==> src/rtl/ysyx_23060191_lsu.sv <==
// ysyx_23060191_lsu: load/store unit between the ALU and write-back; one word-aligned
// memory transaction per instruction, with lane steering and load extension.
module ysyx_23060191_lsu #(
  parameter int XLEN = 32
) (
  input  logic            clk,
  input  logic            rst_n,
  input  logic            in_valid,
  output logic            in_ready,
  input  logic [XLEN-1:0] in_alu_result,
  input  logic [XLEN-1:0] in_wdata,
  input  logic            in_is_load,
  input  logic            in_is_store,
  input  logic [2:0]      in_funct3,
  output logic            mem_req_valid,
  input  logic            mem_req_ready,
  output logic            mem_req_wen,
  output logic [XLEN-1:0] mem_req_addr,
  output logic [XLEN-1:0] mem_req_wdata,
  output logic [3:0]      mem_req_wstrb,
  input  logic            mem_resp_valid,
  input  logic [XLEN-1:0] mem_resp_rdata,
  output logic            out_valid,
  input  logic            out_ready,
  output logic [XLEN-1:0] out_data,
  output logic            out_misalign
);
  typedef enum logic [1:0] {IDLE, REQ, WAIT, DONE} state_e;
  state_e state_q, state_d;
  logic [XLEN-1:0] addr_q, addr_d, wdata_q, wdata_d, data_q, data_d;
  logic [2:0] f3_q, f3_d;
  logic st_q, st_d, mis_q, mis_d;
  logic in_mem, in_mis;
  logic [15:0] sh;
  logic [XLEN-1:0] ld, wd;
  logic [3:0] ws;
  // funct3[1:0] selects size: 00 byte, 01 half, anything else a word
  assign in_mem = in_is_load | in_is_store;
  assign in_mis = in_mem & (in_funct3[1:0] == 2'b01 ? in_alu_result[0] :
                            in_funct3[1:0] != 2'b00 && in_alu_result[1:0] != 2'b00);
  assign sh = 16'(mem_resp_rdata >> {addr_q[1:0], 3'b000});
  always_comb begin
    ld = f3_q[1:0] == 2'b00 ? {{(XLEN-8){~f3_q[2] & sh[7]}}, sh[7:0]} :
         f3_q[1:0] == 2'b01 ? {{(XLEN-16){~f3_q[2] & sh[15]}}, sh} : mem_resp_rdata;
    wd = f3_q[1:0] == 2'b00 ? {(XLEN/8){wdata_q[7:0]}} :
         f3_q[1:0] == 2'b01 ? {(XLEN/16){wdata_q[15:0]}} : wdata_q;
    ws = f3_q[1:0] == 2'b00 ? 4'b0001 << addr_q[1:0] :
         f3_q[1:0] == 2'b01 ? 4'b0011 << addr_q[1:0] : 4'b1111;
  end
  assign in_ready      = state_q == IDLE;
  assign mem_req_valid = state_q == REQ;
  assign mem_req_wen   = mem_req_valid & st_q;
  assign mem_req_addr  = mem_req_valid ? {addr_q[XLEN-1:2], 2'b00} : '0;
  assign mem_req_wdata = mem_req_wen ? wd : '0;
  assign mem_req_wstrb = mem_req_wen ? ws : '0;
  assign out_valid     = state_q == DONE;
  assign out_data      = out_valid ? data_q : '0;
  assign out_misalign  = out_valid & mis_q;
  always_comb begin
    state_d = state_q;
    addr_d  = addr_q;
    wdata_d = wdata_q;
    f3_d    = f3_q;
    st_d    = st_q;
    mis_d   = mis_q;
    data_d  = data_q;
    case (state_q)
      IDLE: if (in_valid) begin
        addr_d  = in_alu_result;
        wdata_d = in_wdata;
        f3_d    = in_funct3;
        st_d    = in_is_store & ~in_is_load;
        mis_d   = in_mis;
        data_d  = in_mem ? '0 : in_alu_result;
        state_d = in_mem & ~in_mis ? REQ : DONE;
      end
      REQ: if (mem_req_ready) begin
        state_d = mem_resp_valid ? DONE : WAIT;
        data_d  = mem_resp_valid & ~st_q ? ld : '0;
      end
      WAIT: if (mem_resp_valid) begin
        state_d = DONE;
        data_d  = st_q ? '0 : ld;
      end
      DONE: if (out_ready) state_d = IDLE;
      default: state_d = IDLE;
    endcase
  end
  always_ff @(posedge clk) begin
    if (!rst_n) begin
      state_q <= IDLE;
      addr_q  <= '0;
      wdata_q <= '0;
      f3_q    <= '0;
      st_q    <= 1'b0;
      mis_q   <= 1'b0;
      data_q  <= '0;
    end else begin
      state_q <= state_d;
      addr_q  <= addr_d;
      wdata_q <= wdata_d;
      f3_q    <= f3_d;
      st_q    <= st_d;
      mis_q   <= mis_d;
      data_q  <= data_d;
    end
  end
endmodule

==> config.mk <==
export PLATFORM = sky130hd
export DESIGN_NAME = ysyx_23060191_lsu
export DESIGN_NICKNAME = d
export VERILOG_FILES = /design/src/rtl/ysyx_23060191_lsu.sv
export SDC_FILE = /design/constraint.sdc
export NUM_CORES = 1
export LEC_CHECK = 0
export BUFFER_PORTS_ARGS = -buffer_cell sky130_fd_sc_hd__buf_2
export CAP_MARGIN = 20
export CORE_UTILIZATION = 40
export CTS_BUF_LIST = sky130_fd_sc_hd__clkbuf_8
export DETAILED_ROUTE_END_ITERATION = 8
export HOLD_SLACK_MARGIN = 0.1
export PLACE_DENSITY = 0.78
export SLEW_MARGIN = 0
export SYNTH_ARGS = -nofsm -noshare
export SYNTH_HDL_FRONTEND = slang
export SYNTH_SLANG_ARGS = --single-unit
==> constraint.sdc <==
create_clock -name clk -period 3 [get_ports clk]
set_clock_uncertainty 0.1 [all_clocks]
set_input_delay 0.75 -clock clk [delete_from_list [all_inputs] [get_ports clk]]
set_output_delay 0.75 -clock clk [all_outputs]
set_load 0.02 [all_outputs]
=== Word-level counts from Yosys, hierarchy flattened ===
Cells that the tools add are included.

* Bits in registers: 103

* Bitwise operators: 13
* Shift operators: 3
* Equal/unequal tests: 9
* Multiplexer cells: 25
* Reductions and logical operators: 9

{| class="wikitable"
|+ Operators with widths
! kind !! count
|-
| two-way mux 32 bit || 13
|-
| case mux 32 bit (3 select lines) || 1
|-
| >> shifter 32 x 5 -> 16 bit || 1
|-
| two-way mux 4 bit || 3
|-
| two-way mux 2 bit || 5
|-
| bitwise AND 1 bit || 8
|-
| case mux 2 bit (4 select lines) || 1
|-
| AND reduction 4 bit || 2
|-
| equality test 2 x 1 -> 1 bit, second input constant || 3
|-
| equality test 2 bit, second input constant || 2
|-
| logical NOT 2 bit || 2
|-
| inequality test 2 x 1 -> 1 bit, second input constant || 2
|-
| inequality test 2 bit, second input constant || 2
|-
| NOT 1 bit || 4
|-
| nonzero test 2 bit || 2
|-
| << shifter 1 x 2 -> 4 bit, first input constant || 1
|-
| << shifter 2 x 2 -> 4 bit, first input constant || 1
|-
| nonzero test 3 bit || 1
|-
| two-way mux 1 bit || 2
|-
| AND reduction 2 bit || 1
|-
| logical AND 1 bit || 1
|-
| OR 1 bit || 1
|}

=== Depth between registers and ports, before layout ===
Gate-level depths: netlist of run 1.

* Word-level depth: 9
* Mapped depth: 8

=== Worst setup path after synthesis of run 1 ===
No wires, ideal clock.

* Kind: register -> output
* From: register addr_q[1]
* To: output port mem_req_wstrb[2]
* Data required time: 2.150 ns
* Path buffers: 3
* Cell stages (with the launch flop): 8
* Slack: 0.270 ns
* Data arrival time: 1.880 ns
* Path through: dfxtp_1 -> clkbuf_1 -> clkbuf_1 -> clkbuf_1 -> inv_1 -> ha_1 -> mux2i_1 -> a21oi_1

* Cells in the longest elaborated chain, start to end: 4
* Elaborated cells between the ends (all ways): 5
* Classes of those cells: shift: 2; mux: 3

{| class="wikitable"
|+ RTL lines
! element !! RTL line !! text
|-
| from (decl) || 30 || <nowiki>logic [XLEN-1:0] addr_q, addr_d, wdata_q, wdata_d, data_q, data_d;</nowiki>
|-
| from (signal assigned) || 100 || <nowiki>addr_q <= addr_d;</nowiki>
|-
| << shifter 2 x 2 -> 4 bit || 48 || <nowiki>f3_q[1:0] == 2'b01 ? 4'b0011 << addr_q[1:0] : 4'b1111;</nowiki>
|-
| two-way mux 4 bit || 48 ||
|-
| two-way mux 4 bit * || 47 || <nowiki>ws = f3_q[1:0] == 2'b00 ? 4'b0001 << addr_q[1:0] :</nowiki>
|-
| two-way mux 4 bit * || 55 || <nowiki>assign mem_req_wstrb = mem_req_wen ? ws : '0;</nowiki>
|-
| to (decl) || 20 || <nowiki>output logic [3:0] mem_req_wstrb,</nowiki>
|}

Mark *: on every way between the ends. The rest lies on a longest branch, timed or not.

=== Worst setup path after layout of run 1 ===
* From: register state_q[1]
* To: output port mem_req_wstrb[3]

* Cells in the longest elaborated chain, start to end: 3

{| class="wikitable"
|+ RTL lines
! element !! RTL line !! text
|-
| from (decl) || 29 || <nowiki>state_e state_q, state_d;</nowiki>
|-
| from (signal assigned) || 99 || <nowiki>state_q <= state_d;</nowiki>
|-
| equality test 2 x 1 -> 1 bit || 51 || <nowiki>assign mem_req_valid = state_q == REQ;</nowiki>
|-
| bitwise AND 1 bit || 52 || <nowiki>assign mem_req_wen = mem_req_valid & st_q;</nowiki>
|-
| two-way mux 4 bit || 55 ||
|}

No other way between the ends.

==> results of run 1 <==
==> worst reg2reg max path, stage by stage (launching register included) <==
cell and delay [ns]:
dfxtp_1 0.41, inv_1 0.09, ha_2 0.30, nor2b_4 0.18, or4_4 0.51, a2111oi_4 0.34
buf_4 0.31, a211oi_1 0.12
==> logic make-up (layout without fill, tap and decap cells) <==
logic type	count (synthesis)	count (layout)
buffers and inverters	88	259
multiplexers	22	22
other	1	6
adder cells (fa/ha/maj)	8	8
AO/OA/AOI/OAI	236	236
AND/OR/NAND/NOR	327	327
flip-flops	103	103
==> flip-flops by register name, indices dropped and copies added (netlist names) <==
signal / count
addr_q: 32
data_q: 32
wdata_q: 32
f3_q: 3
state_q: 2
mis_q: 1
st_q: 1
==> layer usage <==
metal	GRT usage, %	share of wire, %	vias to the layer above
met5	0	0.042	-
met1	33.1	44	2908
met2	37.9	46	285
li1	-	-	3022
met4	12.9	3.2	2
met3	4.76	7.1	49
==> cell usage after synthesis (all sizes together), types with 14 or more instances <==
cell type	instances
a211oi	17
a21boi	62
a21oi	68
a221oi	17
and2	64
clkbuf	65
dfxtp	103
inv	15
mux2i	20
nand2	178
nand2b	20
nor2	29
o211ai	14
o21ai	36
==> power breakdown <==
part           internal [mW]  switching [mW]  leakage (nW)
clock                  0.399           0.495         0.106
combinational          0.858            1.52          2.17
sequential              1.71           0.219         0.846
==> worst min-delay path by stage <==
stage / slack (ns) / cells after the start / endpoint / start
after floorplan: 0.34 / 2 / mis_q / mis_q
after global placement: 0.34 / 2 / addr_q[31] / addr_q[31]
after CTS: 0.37 / 2 / addr_q[21] / addr_q[21]
after global routing: 0.38 / 2 / addr_q[7] / addr_q[7]
after detailed placement: 0.35 / 2 / addr_q[11] / addr_q[11]
final: 0.36 / 2 / addr_q[11] / addr_q[11]
==> area by class of cell <==
| type | count | share of cell area (%) |
|---|---|---|
| multi-input cells | 595 | 48.5 |
| flip-flops and latches | 103 | 28.2 |
| repair buffers | 228 | 16.6 |
| well taps | 184 | 3.15 |
| clock buffers | 10 | 1.88 |
| inverters | 15 | 0.769 |
| clock inverters | 6 | 0.735 |
| diodes | 4 | 0.137 |
==> timing repair <==
action	4_1_cts	5_1_grt
pin swaps	0	0
endpoints found under the setup margin	15	9
gates resized for setup	2	2
hold endpoints to repair	0	0
hold buffers	0	0
==> through the flow <==
step,power [mW],hold WS (ns)
2_1_floorplan,3.61,0.336
3_5_place_dp,4.31,0.353
5_1_grt,5.57,0.384
6_report,5.20,0.365
3_3_place_gp,4.25,0.345
4_1_cts,5.20,0.366
==> results.md, run 1 <==
* GP Congestion at 0.875
* Reg2reg end: data_q[17]
* Clock sinks at 103
* Final Hold Viols at 0
* Clk buf depth at 2
* Crit start category: flop
* Starting Density at 40.8%
* Unrepaired setup endpoints after global routing: false
* Slew Limit Fails at 0
* Area grow syn2layout at 23.2%
* Number of flops mapped to enable cells by yosys at 0
* H-Tree Depth at 3
* Overall routing resource usage at 24.8%
* Die Width at approximately 120 microns
* XOR/XNOR share of the synthesized area at 0%
* Number of synthesized register bits at 103
* CP Launch Point: state_q[1]
* Async set or reset register ratio after synthesis at 0%
* # Max-Cap Violations at 0
* Mux cell area share after synthesis at 3.94%
* Commonest cells after routing, fill and taps aside: 209 x buf_2, 177 x nand2_1, 101 x dfxtp_1
* Layout net count at approximately 1100
* Remaining DRCs at 0
* Seq. cell area at about 2100 sq um
* Worst Setup End Kind: output port
* Core Util, Final at 50.3%
* Final ANT Viol Nets at 0
* Number of buffers created by CTS at 9
* Top_reg_cell synth: dfxtp_1
* Share of post-route cells with drive strength above 1 at 28.0%
* Status: finished clean
* Simple-Gate Fraction of Synth Area at 26.1%
* Slew @ Worst Pin at 0.898 ns
* Share of the synthesized area in the top cell type at 34.7%
* Period utilization at between 90% and 100%
* Setup TNS at 0 ns
* Dpl cells at about 1100
* Worst r2r src: state_q[1]
* WL final at 19.0 mm
* Flop-to-flop setup slack at 0.52 ns
* Number of global-route vias before repair at 5642
* Clock Latency Late Sink at 0.38 ns
* Post-synthesis compound-gate area fraction at about 28%
* Post-DP Area at 7110 sq um
* Synth Area per Inst at 7.56 sq um
* Fmax at 356 MHz
* Synth Area in Adders at 1.69%
* Yosys warns at 0
* Die footprint at 15300 sq um
* Slowest CP cell: ha_2
* Worst path required time at 2.15 ns
* Die H at 124 microns
* Post-CTS setup buffer count at 0
* Post-Synthesis Cells at 785
* Grt ovf at 0
* Crit path kind: reg2out
* Worst-path clk slew at ~0.10 ns
* Cell area after layout at 7320 sq um
* Arr. time, crit path at 1.96 ns
* Crit Path Max Fanout at 29
* Worst Path Buf+Inv at 3
* CTS tree: yes
* Min-delay worst type: reg2reg
* WP depth at 6
* Critical path's largest stage delay at approximately 0.39 ns
* Commonest non-fill, non-tap cell in the layout: buf_2
* Pwr/cell area at between 700 and 800 nW/um^2
* Final setup fails at 0
* Layout Cells excl Fill at 1145
* Largest family of logic cells by synthesized area: compound AO/OA/AOI/OAI gates
* DP Worst Slack at 0.370 ns
* Footprint of the multi-input gates at 3550 sq um
* DR pass1 iterations at 5
* Worst setup margin at 0.191 ns
* First-pass GRT wire length at roughly 29 mm
* Clk root buf: clkbuf_8
* Vias at 6266
* Synth area leaders: dfxtp_1 35%, nand2_1 11%, a21boi_0 7.8%
* Placed wire-length estimate at 13.7 mm
* Delay-heaviest family, CP: buffers and inverters
* Yosys cell types at 41
* Row count at 44
* IO Port Bufs at 209
* Fill cell count at 1464
* End point of the critical path: mem_req_wstrb[3]
* FF-to-FF path depth at 7
* Wirelength per Cell at 16.6 microns
* Leak at 3.12 nW
* Core Area at 14500 sq um
* Ports at about 210
* Register area share after synthesis at 34.7%
* Dominant cell type by area after synthesis: dfxtp_1
* Largest net degree at the start of global routing at 49
* Drt via density at 5.47
* Final critical-path required period at 2.81 ns
* DRT iter0 DRCs at 602
* VDD IR max at 0.390 mV
* CP cell instances: inv_1 -> ha_2 -> nand2_1 -> buf_4 -> a21oi_1 -> buf_2
* Initial antenna violation count at 3
* Mapped Area at between 5000 and 6000 sq um
* Slew HR at 38.6%
Power figures use the tool's default switching activity.
==> run 2: changes to the inputs <==
==> constraint.sdc (replaced) <==
create_clock -name clk -period 3 [get_ports clk]
set_clock_uncertainty 0.1 [all_clocks]
set_input_delay 0.6 -clock clk [delete_from_list [all_inputs] [get_ports clk]]
set_output_delay 0.6 -clock clk [all_outputs]
set_load 0.02 [all_outputs]
==> run 2 against run 1 <==
Worst hold slack worse by 0.025 ns. Total power shrank 1.1%. Die area unchanged. Highest routed layer is now met4. Fmax grew 1.3%. Largest cell class unchanged.
==> results.md, run 2 (synthesized netlist as in run 1, its figures left out) <==
* Unrepaired setup endpoints after global routing: false
* Final setup fails at 0 (unchanged)
* CTS tree: yes
* Final Hold Viols at 0 (unchanged)
* Flop-to-flop setup slack at 0.55 ns (+0.03 ns)
* GP Congestion at 0.904 (+3.3%)
* # Max-Cap Violations at 0 (unchanged)
* Worst-path clk slew at 0.10 ns (about the same)
* Initial antenna violation count at 3 (unchanged)
* Wirelength per Cell at 16.2 microns (-2.5%)
* Fill cell count at 1488 (+1.6%)
* Final critical-path required period at 2.77 ns (-0.0350 ns)
* Footprint of the multi-input gates at 3540 sq um (-0.21%)
* FF-to-FF path depth at 7 (unchanged)
* Crit path kind: reg2out
* Starting Density at 40.8% (unchanged)
* WL final at 18.5 mm (-2.8%)
* First-pass GRT wire length at 28.1 mm (-2.9%)
* H-Tree Depth at 3 (unchanged)
* Grt ovf at 0 (unchanged)
* Placed wire-length estimate at 13.2 mm (-3.6%)
* Number of global-route vias before repair at 5456 (-3.3%)
* Worst path required time at 2.30 ns (+0.15 ns)
* Number of buffers created by CTS at 9 (unchanged)
* Slew HR at 24.6% (-14 points)
* Clk buf depth at 2 (unchanged)
* Vias at 6095 (-2.7%)
* Core Util, Final at 50.1% (-0.25 points)
* Drt via density at 5.34 (-2.4%)
* Seq. cell area at 2060 sq um (about the same)
* Ports at 212 (unchanged)
* Die H at 124 microns (unchanged)
* Share of post-route cells with drive strength above 1 at 27.6% (-0.44 points)
* IO Port Bufs at 209 (unchanged)
* Arr. time, crit path at 2.07 ns (+0.11 ns)
* Status: finished clean
* Die footprint at 15300 sq um (unchanged)
* Crit start category: flop
* Dpl cells at 1122 (-0.27%)
* DRT iter0 DRCs at 587 (-2.5%)
* Period utilization at 92.5% (-1.2 points)
* Min-delay worst type: in2reg
* Layout Cells excl Fill at 1141 (-0.35%)
* Post-CTS setup buffer count at 0 (unchanged)
* Fmax at 361 MHz (+1.3%)
* Layout net count at 1064 (-0.28%)
* Core Area at 14500 sq um (unchanged)
* Slew @ Worst Pin at 1.13 ns (+0.228 ns)
* Clk root buf: clkbuf_8
* Crit Path Max Fanout at 42 (+45%)
* Overall routing resource usage at 23.8% (-1.0 points)
* Worst Setup End Kind: output port
* Top flop regs: addr_q x32, data_q x32, wdata_q x32
* Slew Limit Fails at 0 (unchanged)
* Hold_buf cts at 0 (unchanged)
* VDD IR max at 0.331 mV (-15%)
* Final ANT Viol Nets at 0 (unchanged)
* Die Width at 124 microns (unchanged)
* Clock sinks at 103 (unchanged)
* DR pass1 iterations at 4 (-1)
* Area grow syn2layout at 22.6%
* Remaining DRCs at 0 (unchanged)
* Pwr/cell area at 706 nW/um^2 (-0.60%)
* Fin Hold WS at 0.340 ns (-0.0250 ns)
* Row count at 44 (unchanged)
* Clock Latency Late Sink at 0.39 ns (about the same)
* Hold path depth at 3 (+1)
* PostCTS Resize Cnt at 0 (-2)
* Commonest cells after routing, fill and taps aside: 209 x buf_2, 177 x nand2_1, 102 x dfxtp_1
* Largest net degree at the start of global routing at 64 (+31%)
* Leak at 3.10 nW (-0.56%)
* Setup TNS at 0 ns (unchanged)
* Commonest non-fill, non-tap cell in the layout: buf_2
[run 2: cell types whose count changed in the layout (fill, tap and decap cells not counted), moves of 2 or more]
cell / before / now
buf_4: 17 / 14
ha_1: 6 / 8
inv_1: 18 / 16
clkinv_2: 1 / 3
ha_2: 2 / 0
[run 2: cell type report]
type | instances | area share, %
diodes | 3 | 0.103
clock buffers | 9 | 1.70
clock inverters | 7 | 0.894
inverters | 15 | 0.773
multi-input cells | 595 | 48.7
flip-flops and latches | 103 | 28.3
well taps | 184 | 3.16
repair buffers | 225 | 16.4
[run 2: per-layer routing]
metal	track usage, %	share of wire [%]	vias up
li1	-	-	3012
met1	32.7	47	2842
met4	10.8	2.6	0
met2	35.9	45	207
met5	0	0	-
met3	4.49	6.0	34
[run 2: power breakdown]
part	internal, mW	switching, mW	total (mW)
clock	0.380	0.512	0.893
sequential	1.71	0.193	1.90
combinational	0.840	1.51	2.35
[run 2: through the flow]
step	total power, mW	instance area [sq um]	setup WS (ns)
floorplan	3.61	5940	0.420
global placement	4.23	7080	0.644
detailed placement	4.27	7080	0.603
CTS	5.14	7270	0.212
global route	5.51	7280	0.0686
finish	5.14	7280	0.226
[run 2: critical path, stage by stage (launching register included)]
cell	delay, ns
dfxtp_1	0.36
inv_1	0.09
ha_1	0.16
buf_4	0.34
nand2_1	0.10
buf_4	0.24
a21oi_1	0.18
buf_2	0.19
[run 2: worst paths after layout]
kind | end | from
max | mem_req_wdata[15] | state_q[1]
min | wdata_q[23] | in_wdata[23]
max reg2reg | data_q[17] | state_q[0]
min reg2reg | addr_q[17] | addr_q[17]
==> run 3: changes to the inputs <==
--- a/config.mk
+++ b/config.mk
@@ -12,6 +12,7 @@
 export DETAILED_ROUTE_END_ITERATION = 8
 export HOLD_SLACK_MARGIN = 0.1
 export PLACE_DENSITY = 0.78
+export RECOVER_POWER = 100
 export SLEW_MARGIN = 0
 export SYNTH_ARGS = -nofsm -noshare
 export SYNTH_HDL_FRONTEND = slang
==> run 3 against run 2 <==
Non-clock buffer count stayed put. Sequential share of layout area is 0.31 points higher. Global-route usage stayed put. Critical endpoint is now mem_req_wdata[19]. Largest cell class unchanged.
==> results.md, run 3 (synthesized netlist as in run 1, its figures left out) <==
* Pwr/cell area at 709 nW/um^2 (+0.43%)
* Footprint of the multi-input gates at 3540 sq um (-0.21%)
* Overall routing resource usage at 23.8% (unchanged)
* Commonest non-fill, non-tap cell in the layout: nand2_1
* Final critical-path required period at 2.82 ns (+0.0421 ns)
* Commonest cells after routing, fill and taps aside: 178 x nand2_1, 141 x buf_2, 102 x dfxtp_1
* Cell area after layout at 7200 sq um (-1.1%)
* Initial antenna violation count at 3 (unchanged)
* Fmax at 355 MHz (-1.5%)
* Clock Latency Late Sink at 0.39 ns (about the same)
* Slew Limit Fails at 0 (unchanged)
* WL met2 at 8.21 mm (-0.41%)
* Final ANT Viol Nets at 0 (unchanged)
* DP Worst Slack at 0.603 ns (unchanged)
* Clk buf depth at 2 (unchanged)
* Post-DP Area at 7080 sq um (unchanged)
* Setup TNS at 0 ns (unchanged)
* IO Port Bufs at 209 (unchanged)
* # Max-Cap Violations at 0 (unchanged)
* Fin Hold WS at 0.339 ns (-0.00102 ns)
* Die Width at 124 microns (unchanged)
* Top flop regs: addr_q x32, data_q x32, wdata_q x32
* Fill cell count at 1528 (+2.7%)
* Final setup fails at 0 (unchanged)
* M1 wire length at 8.58 mm (-0.38%)
* Worst Path Buf+Inv at 4 (unchanged)
* Clk root buf: clkbuf_8
* Hold_buf cts at 0 (unchanged)
* Number of buffers created by CTS at 9 (unchanged)
* Starting Density at 40.8% (unchanged)
* Largest net degree at the start of global routing at 64 (unchanged)
* Die H at 124 microns (unchanged)
* Drt via density at 5.35 (about the same)
* Crit start category: flop
* Wirelength per Cell at 16.2 microns (+0.10%)
* DRT iter0 DRCs at 590 (+0.51%)
* CP cell instances: inv_1 -> ha_1 -> buf_4 -> nand2_1 -> buf_4 -> nor2_1 -> clkbuf_1
* Placed wire-length estimate at 13.2 mm (unchanged)
* Worst-path clk slew at 0.10 ns (about the same)
* Core Util, Final at 49.6% (-0.54 points)
* Crit path kind: reg2out
* Critical path's largest stage delay at 0.36 ns (about the same)
* Layout Cells excl Fill at 1141 (unchanged)
* VDD IR max at 0.320 mV (-3.2%)
* Clock sinks at 103 (unchanged)
* Met3 wire length at 1.17 mm (+5.0%)
* Area grow syn2layout at 21.3%
* Status: finished clean
* GP Congestion at 0.904 (unchanged)
* CTS tree: yes
* Grt ovf at 0 (unchanged)
* Worst path required time at 2.30 ns (about the same)
* Leak at 2.83 nW (-9.0%)
* Die footprint at 15300 sq um (unchanged)
* Min-delay worst type: in2reg
* Final Hold Viols at 0 (unchanged)
* PnR Total Power at 5.11 mW (-0.65%)
* Row count at 44 (unchanged)
* Unrepaired setup endpoints after global routing: false
* Share of post-route cells with drive strength above 1 at 21.7% (-5.9 points)
* WL final at 18.5 mm (+0.10%)
* Seq. cell area at 2060 sq um (unchanged)
* Most used cell, CP: buf_4
* Worst setup margin at 0.184 ns (-0.0421 ns)
* H-Tree Depth at 3 (unchanged)
* Slew HR at 22.5% (-2.2 points)
* Slew @ Worst Pin at 1.16 ns (+0.0323 ns)
* Post-CTS setup buffer count at 0 (unchanged)
* Vias at 6099 (+0.066%)
* DR pass1 iterations at 5 (+1)
* Delay-heaviest family, CP: buffers and inverters
* Max Used Layer: met4
* Worst Setup End Kind: output port
* Dpl cells at 1122 (unchanged)
* Arr. time, crit path at 2.12 ns (+0.05 ns)
* Layout net count at 1064 (unchanged)
* Remaining DRCs at 0 (unchanged)
* Number of global-route vias before repair at 5456 (unchanged)
* First-pass GRT wire length at 28.1 mm (unchanged)
* Crit Path Max Fanout at 42 (unchanged)
* Period utilization at 93.9% (+1.4 points)
* Core Area at 14500 sq um (unchanged)
* Ports at 212 (unchanged)
* PostCTS Resize Cnt at 0 (unchanged)
* Slowest CP cell: dfxtp_1
run 3: final timing paths:
| path | start | slack (ns) | end | cells past startpoint |
|---|---|---|---|---|
| hold reg to reg | addr_q[17] | 0.36 | addr_q[17] | 2 |
| hold / removal | in_wdata[23] | 0.34 | wdata_q[23] | 3 |
| setup reg to reg | state_q[0] | 0.32 | data_q[23] | 7 |
| setup / recovery | state_q[1] | 0.18 | mem_req_wdata[19] | 7 |
run 3: per-layer routing:
layer  vias up  track usage [%]
met1      2842             32.7
li1       3014                -
met3        34             4.49
met4         0             10.8
met2       209             35.9
met5         -                0
run 3: report_power, final:
part | switching [mW] | internal (mW) | total (mW)
clock | 0.512 | 0.380 | 0.892
combinational | 1.50 | 0.812 | 2.31
sequential | 0.195 | 1.71 | 1.90
run 3: layout make-up:
type	instances	area share, %
multi-input cells	595	49.1
flip-flops and latches	103	28.6
clock buffers	9	1.72
inverters	15	0.782
well taps	184	3.20
repair buffers	225	15.5
clock inverters	7	0.903
diodes	3	0.104
run 3: worst register-to-register path, cell delays in order, from the launching register on:
cell	delay, ns
dfxtp_1	0.39
inv_1	0.11
ha_1	0.29
nor2b_1	0.19
or4_1	0.53
clkbuf_2	0.45
a221oi_1	0.44
a211oi_2	0.08
